<file path="src/rtl/bth_mlt_pkg.sv">
// Shared definitions for the Booth multiplier arbiter: FSM state encoding and a
// constant clog2 used to size id and counter fields.
package bth_mlt_pkg;

  typedef enum logic [1:0] {
    ST_IDLE = 2'd0,
    ST_LOAD = 2'd1,
    ST_RUN  = 2'd2,
    ST_DONE = 2'd3
  } state_e;

  function automatic int unsigned clog2(input int unsigned n);
    int unsigned r;
    r = 0;
    while ((32'd1 << r) < n) r++;
    return r;
  endfunction

endpackage

</file>
<file path="src/rtl/add_sub_gen.sv">
// Generic two's complement adder/subtractor: y = a + b, or a - b when sub is set.
module add_sub_gen #(
  parameter int unsigned WIDTH = 4
) (
  input  logic [WIDTH-1:0] a,
  input  logic [WIDTH-1:0] b,
  input  logic             sub,
  output logic [WIDTH-1:0] y
);

  always_comb begin
    y = sub ? (a - b) : (a + b);
  end

endmodule

</file>
<file path="src/rtl/booth_core.sv">
// Sequential radix-2 Booth engine: load initialises A, Q, q_1 and M; each step performs
// one add/subtract plus arithmetic shift right of {A, Q, q_1}.
module booth_core
  import bth_mlt_pkg::*;
#(
  parameter int unsigned WIDTH = 4
) (
  input  logic               clk,
  input  logic               rst,
  input  logic               load,
  input  logic               step,
  input  logic [WIDTH-1:0]   q,
  input  logic [WIDTH-1:0]   m,
  output logic [2*WIDTH-1:0] prod
);

  // A carries one guard bit so A - M cannot overflow when M is the most negative value.
  logic [WIDTH:0]     acc, acc_nxt, mcand, sum, diff, acc_sel;
  logic [WIDTH-1:0]   mq, mq_nxt;
  logic               q_1, q_1_nxt;
  logic [2*WIDTH+1:0] shifted;

  add_sub_gen #(.WIDTH(WIDTH + 1)) u_add (
    .a   (acc),
    .b   (mcand),
    .sub (1'b0),
    .y   (sum)
  );

  add_sub_gen #(.WIDTH(WIDTH + 1)) u_sub (
    .a   (acc),
    .b   (mcand),
    .sub (1'b1),
    .y   (diff)
  );

  always_comb begin
    case ({mq[0], q_1})
      2'b01:   acc_sel = sum;
      2'b10:   acc_sel = diff;
      default: acc_sel = acc;
    endcase
    shifted = {acc_sel[WIDTH], acc_sel, mq};
    acc_nxt = acc;
    mq_nxt  = mq;
    q_1_nxt = q_1;
    if (load) begin
      acc_nxt = '0;
      mq_nxt  = q;
      q_1_nxt = 1'b0;
    end else if (step) begin
      acc_nxt = shifted[2*WIDTH+1:WIDTH+1];
      mq_nxt  = shifted[WIDTH:1];
      q_1_nxt = shifted[0];
    end
  end

  // Look-ahead product: the value the registers hold after this edge.
  assign prod = {acc_nxt[WIDTH-1:0], mq_nxt};

  always_ff @(posedge clk or posedge rst) begin
    if (rst) begin
      acc   <= '0;
      mq    <= '0;
      q_1   <= 1'b0;
      mcand <= '0;
    end else begin
      acc <= acc_nxt;
      mq  <= mq_nxt;
      q_1 <= q_1_nxt;
      if (load) mcand <= {m[WIDTH-1], m};
    end
  end

endmodule

</file>
<file path="src/rtl/bth_mlt_arb.sv">
// Round-robin arbiter sharing one sequential Booth multiplier between NREQ requesters;
// returns the signed 2*WIDTH product tagged with the requester id.
module bth_mlt_arb
  import bth_mlt_pkg::*;
#(
  parameter int unsigned WIDTH = 4,
  parameter int unsigned NREQ  = 4,
  parameter int unsigned IDW   = clog2(NREQ)
) (
  input  logic                  clk,
  input  logic                  rst,
  input  logic [NREQ-1:0]       req_valid,
  input  logic [NREQ*WIDTH-1:0] req_q,
  input  logic [NREQ*WIDTH-1:0] req_m,
  output logic [NREQ-1:0]       req_ready,
  output logic                  rsp_valid,
  input  logic                  rsp_ready,
  output logic [IDW-1:0]        rsp_id,
  output logic [2*WIDTH-1:0]    rsp_prod,
  output logic                  busy
);

  localparam int unsigned CW = clog2(WIDTH + 1);

  state_e             state;
  logic [IDW-1:0]     ptr, grant, cand;
  logic               any_valid;
  logic [CW-1:0]      cnt;
  logic [WIDTH-1:0]   op_q, op_m;
  logic [2*WIDTH-1:0] eng_prod;

  // Search starts just after the last granted requester and wraps modulo NREQ.
  always_comb begin
    grant     = '0;
    cand      = '0;
    any_valid = 1'b0;
    for (int unsigned k = 1; k <= NREQ; k++) begin
      cand = IDW'((32'(ptr) + k) % NREQ);
      if (!any_valid && req_valid[cand]) begin
        any_valid = 1'b1;
        grant     = cand;
      end
    end
  end

  always_comb begin
    req_ready = '0;
    if (state == ST_IDLE && any_valid) req_ready[grant] = 1'b1;
  end

  always_ff @(posedge clk or posedge rst) begin
    if (rst) begin
      state     <= ST_IDLE;
      ptr       <= IDW'(NREQ - 1);
      rsp_valid <= 1'b0;
      rsp_id    <= '0;
      rsp_prod  <= '0;
      busy      <= 1'b0;
      op_q      <= '0;
      op_m      <= '0;
    end else begin
      case (state)
        ST_IDLE: begin
          if (any_valid) begin
            op_q  <= req_q[32'(grant)*WIDTH +: WIDTH];
            op_m  <= req_m[32'(grant)*WIDTH +: WIDTH];
            ptr   <= grant;
            busy  <= 1'b1;
            state <= ST_LOAD;
          end
        end
        ST_LOAD: state <= ST_RUN;
        ST_RUN: begin
          if (cnt == CW'(1)) begin
            rsp_valid <= 1'b1;
            rsp_prod  <= eng_prod;
            rsp_id    <= ptr;
            state     <= ST_DONE;
          end
        end
        ST_DONE: begin
          if (rsp_ready) begin
            rsp_valid <= 1'b0;
            busy      <= 1'b0;
            state     <= ST_IDLE;
          end
        end
        default: state <= ST_IDLE;
      endcase
    end
  end

  always_ff @(posedge clk or posedge rst) begin
    if (rst) begin
      cnt <= '0;
    end else if (state == ST_LOAD) begin
      cnt <= CW'(WIDTH);
    end else if (state == ST_RUN) begin
      cnt <= cnt - 1'b1;
    end
  end

  booth_core #(.WIDTH(WIDTH)) u_core (
    .clk  (clk),
    .rst  (rst),
    .load (state == ST_LOAD),
    .step (state == ST_RUN),
    .q    (op_q),
    .m    (op_m),
    .prod (eng_prod)
  );

endmodule

</file>
<file path="config.mk">
export PLATFORM = sky130hd
export DESIGN_NAME = bth_mlt_arb
export DESIGN_NICKNAME = d
export VERILOG_FILES = /design/src/rtl/bth_mlt_pkg.sv /design/src/rtl/add_sub_gen.sv /design/src/rtl/booth_core.sv /design/src/rtl/bth_mlt_arb.sv
export SDC_FILE = /design/constraint.sdc
export NUM_CORES = 1
export LEC_CHECK = 0
export CAP_MARGIN = 15
export CORE_MARGIN = 10
export CORE_UTILIZATION = 45
export CTS_BUF_LIST = sky130_fd_sc_hd__clkbuf_4 sky130_fd_sc_hd__clkbuf_8 sky130_fd_sc_hd__clkbuf_16
export DETAILED_ROUTE_END_ITERATION = 10
export GPL_ROUTABILITY_DRIVEN = 0
export PLACE_DENSITY = 0.69
export SYNTH_ARGS = -nofsm -noshare
export SYNTH_HDL_FRONTEND = slang
export SYNTH_SLANG_ARGS = --single-unit
</file>
<file path="constraint.sdc">
create_clock -name clk -period 3 [get_ports clk]
set_input_delay 0.3 -clock clk [delete_from_list [all_inputs] [get_ports clk]]
set_output_delay 0.3 -clock clk [all_outputs]
set_load 0.02 [all_outputs]
</file>
### Word level (Yosys, flattened, before mapping)

Cells that the tools add are included.

| storage, ports and cells | value |
|---|---|
| input bits | 39 |
| register bits | 41 |
| word-level logic and storage cells | 92 |

| operators by class | value |
|---|---|
| shift operators | 2 |
| reductions and logical operators | 17 |
| magnitude comparators | 6 |
| $add $sub $neg | 7 |
| equality and inequality tests | 9 |
| multiplexer cells | 37 |

Operators by type and width:

| cell | count |
|---|---|
| $shiftx A16 B5 Y4 | 2 |
| $lt A2 B3 Y1 const B | 5 |
| $mux W1 | 14 |
| $mux W2 | 7 |
| $mux W4 | 3 |
| $mux W5 | 2 |
| $pmux W5 S2 | 1 |
| $reduce_and A3 Y1 | 3 |
| $bmux W1 S2 | 4 |
| $pmux W2 S4 | 1 |
| $eq A2 B2 Y1 const B | 3 |
| $mux W3 | 2 |
| $ne A2 B2 Y1 const B | 3 |
| $reduce_bool A2 Y1 | 3 |
| $add A5 B5 Y5 | 1 |
| $logic_and A1 B1 Y1 | 5 |
| $sub A5 B5 Y5 | 1 |
| $add A2 B1 Y2 const B | 2 |
| $add A2 B2 Y2 const B | 2 |
| $eq A2 B1 Y1 const B | 2 |
| $pmux W1 S2 | 2 |
| $reduce_and A2 Y1 | 2 |
| $eq A3 B1 Y1 const B | 1 |
| $logic_not A1 Y1 | 3 |
| other kinds (4) | 4 |

### Logic depth before layout (Yosys ltp)

Gate-level depths: netlist of run 1.

| depth | value |
|---|---|
| word-level depth | 18 |
| gate-level depth with buffers | 10 |
| mapped depth without buffers | 10 |

### Modules after synthesis

Synthesis of run 1 repeated with hierarchy kept, for this count alone.

| unflattened totals | value |
|---|---|
| cell total of the unflattened synthesis | 272 |
| area total of the unflattened synthesis | 2732.6 µm² |

Modules (own cells, without submodules):

| module | seq. area each (µm²) | area an instance (µm²) | instances | cells each |
|---|---|---|---|---|
| bth_mlt_arb | 678.2 | 1540.2 | 1 | 147 |
| booth_core | 350.3 | 732.0 | 1 | 69 |
| add_sub_gen | 0.0 | 230.2 | 2 | 28 |

### Worst setup path before layout of run 1

Ideal clock, no wire load.

| timing | value |
|---|---|
| path kind | register to register |
| from | reg u_core.mq[0] |
| to | reg u_core.acc[4] |
| required time | 2.882 ns |
| clock period less this slack | 2.442 ns |
| arrival time | 2.324 ns |
| setup slack | 0.558 ns |
| stages on the path, launching flop included | 10 |
| cell sequence | dfrtp_1 -> ha_1 -> nor2_1 -> xnor2_1 -> ha_1 -> nor2b_1 -> o21a_1 -> or4_1 -> a41o_1 -> a21o_1 |

| on the way | value |
|---|---|
| cells in the longest elaborated chain, start to end | 4 |
| elaborated cells on any way between the ends | 5 |
| those cells by class | eq/ne (2); mux (3) |

RTL lines:

| item | RTL line | text |
|---|---|---|
| from (decl) | booth_core.sv:19 | `logic [WIDTH-1:0] mq, mq_nxt;` |
| from (signal assigned) | booth_core.sv:69 | `mq <= mq_nxt;` |
| $eq A2 B2 Y1 or $eq A2 B1 Y1 (tied branches) | booth_core.sv:38 | `case ({mq[0], q_1})` |
| $pmux W5 S2 (*) | booth_core.sv:38 |  |
| $mux W5 (*) | booth_core.sv:51 | `end else if (step) begin` |
| $mux W5 (*) | booth_core.sv:47 | `if (load) begin` |
| to (signal assigned) | booth_core.sv:68 | `acc <= acc_nxt;` |
| to (decl) | booth_core.sv:18 | `logic [WIDTH:0] acc, acc_nxt, mcand, sum, diff, acc_sel;` |

Mark *: on every way between the ends. The rest lies on a longest branch, timed or not. The select of a mux whose other input is x is not followed.
A chain may end at the register's enable or synchronous reset.

### Worst setup path after layout of run 1

| timing | value |
|---|---|
| from | in req_valid[1] |
| to | out req_ready[2] |

| on the way | value |
|---|---|
| cells in the longest elaborated chain, start to end | 17 |
| elaborated cells on any way between the ends | 29 |
| those cells by class | order compare (2); mux (19); reduce/logical (8) |

RTL lines:

| item | RTL line | text |
|---|---|---|
| from (decl) | bth_mlt_arb.sv:12 | `input logic [NREQ-1:0] req_valid,` |
| $bmux W1 S2 | bth_mlt_arb.sv:39 | `if (!any_valid && req_valid[cand]) begin` |
| $mux W1 (not written as such) | bth_mlt_arb.sv:39 |  |
| $mux W1 | bth_mlt_arb.sv:39 |  |
| $logic_not A1 Y1 | bth_mlt_arb.sv:39 |  |
| $logic_and A1 B1 Y1 | bth_mlt_arb.sv:39 |  |
| $mux W1 | bth_mlt_arb.sv:39 |  |
| $logic_not A1 Y1 | bth_mlt_arb.sv:39 |  |
| $logic_and A1 B1 Y1 | bth_mlt_arb.sv:39 |  |
| $mux W1 | bth_mlt_arb.sv:39 |  |
| $logic_not A1 Y1 | bth_mlt_arb.sv:39 |  |
| $logic_and A1 B1 Y1 | bth_mlt_arb.sv:39 |  |
| $mux W2 | bth_mlt_arb.sv:39 |  |
| $lt A2 B3 Y1 (not written as such) or $ge A2 B1 Y1 (tied branches) | bth_mlt_arb.sv:48 | `if (state == ST_IDLE && any_valid) req_ready[grant] = 1'b1;` |
| $logic_and A1 B1 Y1 (not written as such) | bth_mlt_arb.sv:48 |  |
| $mux W1 (not written as such) | bth_mlt_arb.sv:48 |  |
| $demux W1 S2 | bth_mlt_arb.sv:48 |  |
| $mux W4 (*) | bth_mlt_arb.sv:48 |  |
| to (decl) | bth_mlt_arb.sv:15 | `output logic [NREQ-1:0] req_ready,` |

Marks and branches as above.

==> results of run 1 <==
cells in the final DEF (no fill, tap or decap), types with 2 or more instances in the layout:
cell	n
sky130_fd_sc_hd__nand2b_1	2
sky130_fd_sc_hd__a21oi_1	7
sky130_fd_sc_hd__inv_1	21
sky130_fd_sc_hd__xnor2_1	2
sky130_fd_sc_hd__dfrtp_1	39
sky130_fd_sc_hd__clkbuf_8	6
sky130_fd_sc_hd__o31ai_1	3
sky130_fd_sc_hd__a211oi_1	9
sky130_fd_sc_hd__dfstp_2	2
sky130_fd_sc_hd__a221oi_1	8
sky130_fd_sc_hd__nor2_1	31
sky130_fd_sc_hd__ha_1	13
sky130_fd_sc_hd__o211ai_1	2
sky130_fd_sc_hd__nor2b_1	5
sky130_fd_sc_hd__buf_4	9
sky130_fd_sc_hd__mux2_2	8
sky130_fd_sc_hd__nor3_1	6
sky130_fd_sc_hd__mux2i_1	15
sky130_fd_sc_hd__nor4_1	2
sky130_fd_sc_hd__o21ai_0	20
sky130_fd_sc_hd__clkdlybuf4s50_1	54
sky130_fd_sc_hd__o21a_1	2
sky130_fd_sc_hd__a21o_1	2
sky130_fd_sc_hd__or3_1	3
sky130_fd_sc_hd__nand2_1	31
sky130_fd_sc_hd__nand3_1	7
worst paths after layout:
| kind | slack, ns | endpoint | cells after the start | from |
|---|---|---|---|---|
| worst max-delay path | 0.24 | req_ready[2] | 6 | req_valid[1] |
| worst min-delay path | 0.43 | rsp_id[1] | 3 | rst |
| worst max register to register | 0.40 | u_core.acc[3] | 10 | u_core.mcand[0] |
| worst min register to register | 0.48 | rsp_prod[5] | 2 | rsp_prod[5] |
| max in group asynchronous | 2.21 | ptr[0] | 3 | rst |
| min in group clk | 0.48 | rsp_prod[5] | 2 | rsp_prod[5] |
state kept, by name, indices dropped and copies added (netlist names), 2 cells and up:
signal        flops
rsp_id            2
op_m              4
ptr               2
state             2
u_core.mcand      4
u_core.mq         4
u_core.acc        5
op_q              4
rsp_prod          8
cnt               3
stage by stage:
stage          std cells  instance area [µm²]  utilization
6_report             400                 3220        0.615
5_1_grt              400                 3220        0.615
4_1_cts              400                 3220        0.615
3_5_place_dp         392                 3100        0.592
3_3_place_gp         392                 3100        0.592
2_1_floorplan        271                 2480            -
layout make-up:
cell class / count / area share
well taps: 70 / 0.0272
multi-input cells: 196 / 0.402
inverters: 22 / 0.0256
repair buffers: 63 / 0.189
flip-flops and latches: 41 / 0.319
clock inverters: 2 / 0.0117
clock buffers: 6 / 0.0256
metal layers:
layer  vias up  share of wire  GRT usage
met5         -              0          0
met4         0         0.0099     0.0316
met3         6           0.11     0.0735
met2        56           0.44      0.211
met1       941           0.44      0.146
li1       1066              -          -
Yosys cell counts, types with 2 or more instances:
cell type and n:
sky130_fd_sc_hd__nor2b_1 5, sky130_fd_sc_hd__mux2i_1 15, sky130_fd_sc_hd__nand2_1 31, sky130_fd_sc_hd__a211oi_1 9, sky130_fd_sc_hd__inv_1 21, sky130_fd_sc_hd__o21a_1 2
sky130_fd_sc_hd__nor2_1 31, sky130_fd_sc_hd__mux2_2 8, sky130_fd_sc_hd__o31ai_1 3, sky130_fd_sc_hd__o211ai_1 2, sky130_fd_sc_hd__or3_1 3, sky130_fd_sc_hd__o21ai_0 20
sky130_fd_sc_hd__nand3_1 7, sky130_fd_sc_hd__ha_1 13, sky130_fd_sc_hd__nor4_1 2, sky130_fd_sc_hd__a21oi_1 7, sky130_fd_sc_hd__a21o_1 2, sky130_fd_sc_hd__nor3_1 6
sky130_fd_sc_hd__dfstp_2 2, sky130_fd_sc_hd__xnor2_1 2, sky130_fd_sc_hd__buf_6 2, sky130_fd_sc_hd__nand2b_1 2, sky130_fd_sc_hd__clkbuf_1 8, sky130_fd_sc_hd__dfrtp_1 39
sky130_fd_sc_hd__a221oi_1 8
logic make-up after synthesis:
kind of cell / Yosys count
simple gates: 94
compound gates: 63
flops: 41
buf+inv: 34
mux: 23
fa+ha+maj: 14
xor+xnor: 2
worst max-delay path, cell delays in order:
cell and delay, ns:
sky130_fd_sc_hd__clkdlybuf4s50_1 0.46, sky130_fd_sc_hd__o211ai_1 0.19, sky130_fd_sc_hd__o31ai_1 0.11, sky130_fd_sc_hd__or4b_1 0.61, sky130_fd_sc_hd__nor2_1 0.16, sky130_fd_sc_hd__clkdlybuf4s50_1 0.63
where the power goes:
part | leakage (nW) | internal, mW | total, mW | switching, mW
Sequential | 0.492 | 0.836 | 1.02 | 0.182
Combinational | 0.880 | 0.908 | 2.00 | 1.09
Clock | 0.0574 | 0.270 | 0.461 | 0.190
==> impl_metrics.ini, run 1 <==
[timing]
timing.setup.tns_ns = 0
grt_setup_unrepaired = false
setup_viol_count_final = 0
worst_hold_slack_ns = 0.430
finClkSkew_ns = 0.00406
max_slew.worst_pin.slew_ns = 0.558
fmax_ghz = 0.362
pins_over_slew_limit = 0
worst_slew_margin_rel = 0.627
finalWorstSetupSlack_ns = 0.239
fin_crit_sh = 0.920
hold_viol = 0
finalCriticalPeriod_ns = 2.76

[route]
first_pass_iters = 4
remaining_antenna_violation_count = 0
detailedRoute.firstIterationViolations = 48
drc = 0
postRouteWirelength_um = 5570
route.detailed.vias_per_inst = 5.17
routedWlPerCell_um = 13.9
num_vias = 2069

[worst_setup_path]
crit_path_end_kind = output port
critical_path.max_fanout = 4
critical_path.startpoint_type = primary input
crit_required_ns = 2.70
worst-endpoint-arrival_ns = 2.46
setup.worst_path.class = primary input to output port

[clocking]
cts.htree.levels = 2
clk_pin_slew_ns = 0.08
ctsResizeCount = 0
post-cts-setup-buffer-count = 0
cts.hold.buffers_added = 0
ctsLongestPathBuffers = 2
cts.root.buffer_cell = sky130_fd_sc_hd__clkbuf_8
numCtsBuffers = 5
clock_insertion_delay_worst_skew_ns = 0.29
clock_sink_count = 41
tritoncts = built

[yosys]
post-synth-top-area-fraction = 0.393
syn_area_um2 = 2480
number_of_flops_mapped_to_enable_cells_by_yosys = 0
async_reset_ff_frac = 1.00
ys_warn_count = 0
syn-mean-instance-area_um2 = 9.16
ys_dominant_reg_cell = sky130_fd_sc_hd__dfrtp_1
synthXorXnorAreaFrac = 0.00706
synth_cell_type_count = 46
synth_mux_area_frac = 0.0968
synth_compound_area_frac = 0.171
synth_seq_area_share = 0.415
cell_count_after_synthesis = 271
synth_top_cells_by_area = sky130_fd_sc_hd__dfrtp_1 39%, sky130_fd_sc_hd__ha_1 6.6%, sky130_fd_sc_hd__mux2i_1 6.1%
synth_adder_area_share = 0.0736
syn_nets = 324
synthSimpleGateAreaFrac = 0.172
combinational_family_with_the_most_area_after_synthesis = simple AND/OR/NAND/NOR gates
postSynthRegisterBits = 41
synth_largest_area_cell = sky130_fd_sc_hd__dfrtp_1

[floorplanning]
io-pin-count = 55
die_area_um2 = 8880
placeable_core_region_um2 = 5240
row_count = 26
chipHeight_um = 94.3
start_util = 0.474
die_width_um = 94.3

[placement]
numPortBuffers = 54
dpl_worst_slack_ns = 0.220
dp_hpwl_um = 4410

[final_layout]
share_of_final_layout_standard_cells_stronger_than_drive_strength_1 = 0.0939
seqCellArea_um2 = 1030
synthToLayoutAreaGrowth_pct = 29.8
fill_cells = 474
antennaDiodeCount = 0
multi_input_comb_area_um2 = 1290
design.final.nets = 382

[run]
drv.max_cap_violation_count = 0

[global_routing]
grt_pass1_vias = 2125
grt_first_pass_wirelength_um = 9520
globalRoute.totalOverflow = 0
maximum_number_of_pins_on_one_net_before_global_route_repair = 42
antenna_found_initial = 0
grtUsageTotal = 0.131

[power]
power.density_nw_per_um2 = 1080
power.total_mw = 3.48
vdd_ir_drop_max_mv = 0.545
cellLeakagePower_nw = 1.43

[outcome]
run_status = finished, final reports clean

[hold_path]
min-delay-path-class = primary input to asynchronous set/reset pin
No activity file was read; power rests on OpenSTA's default activity.
==> run 2, diff against run 1 <==
--- a/config.mk
+++ b/config.mk
@@ -12,6 +12,7 @@
 export DETAILED_ROUTE_END_ITERATION = 10
 export GPL_ROUTABILITY_DRIVEN = 0
 export PLACE_DENSITY = 0.69
+export SLEW_MARGIN = 5
 export SYNTH_ARGS = -nofsm -noshare
 export SYNTH_HDL_FRONTEND = slang
 export SYNTH_SLANG_ARGS = --single-unit
==> results of run 2 <==
The final DEF is identical to that of run 1; final timing and power are the same.
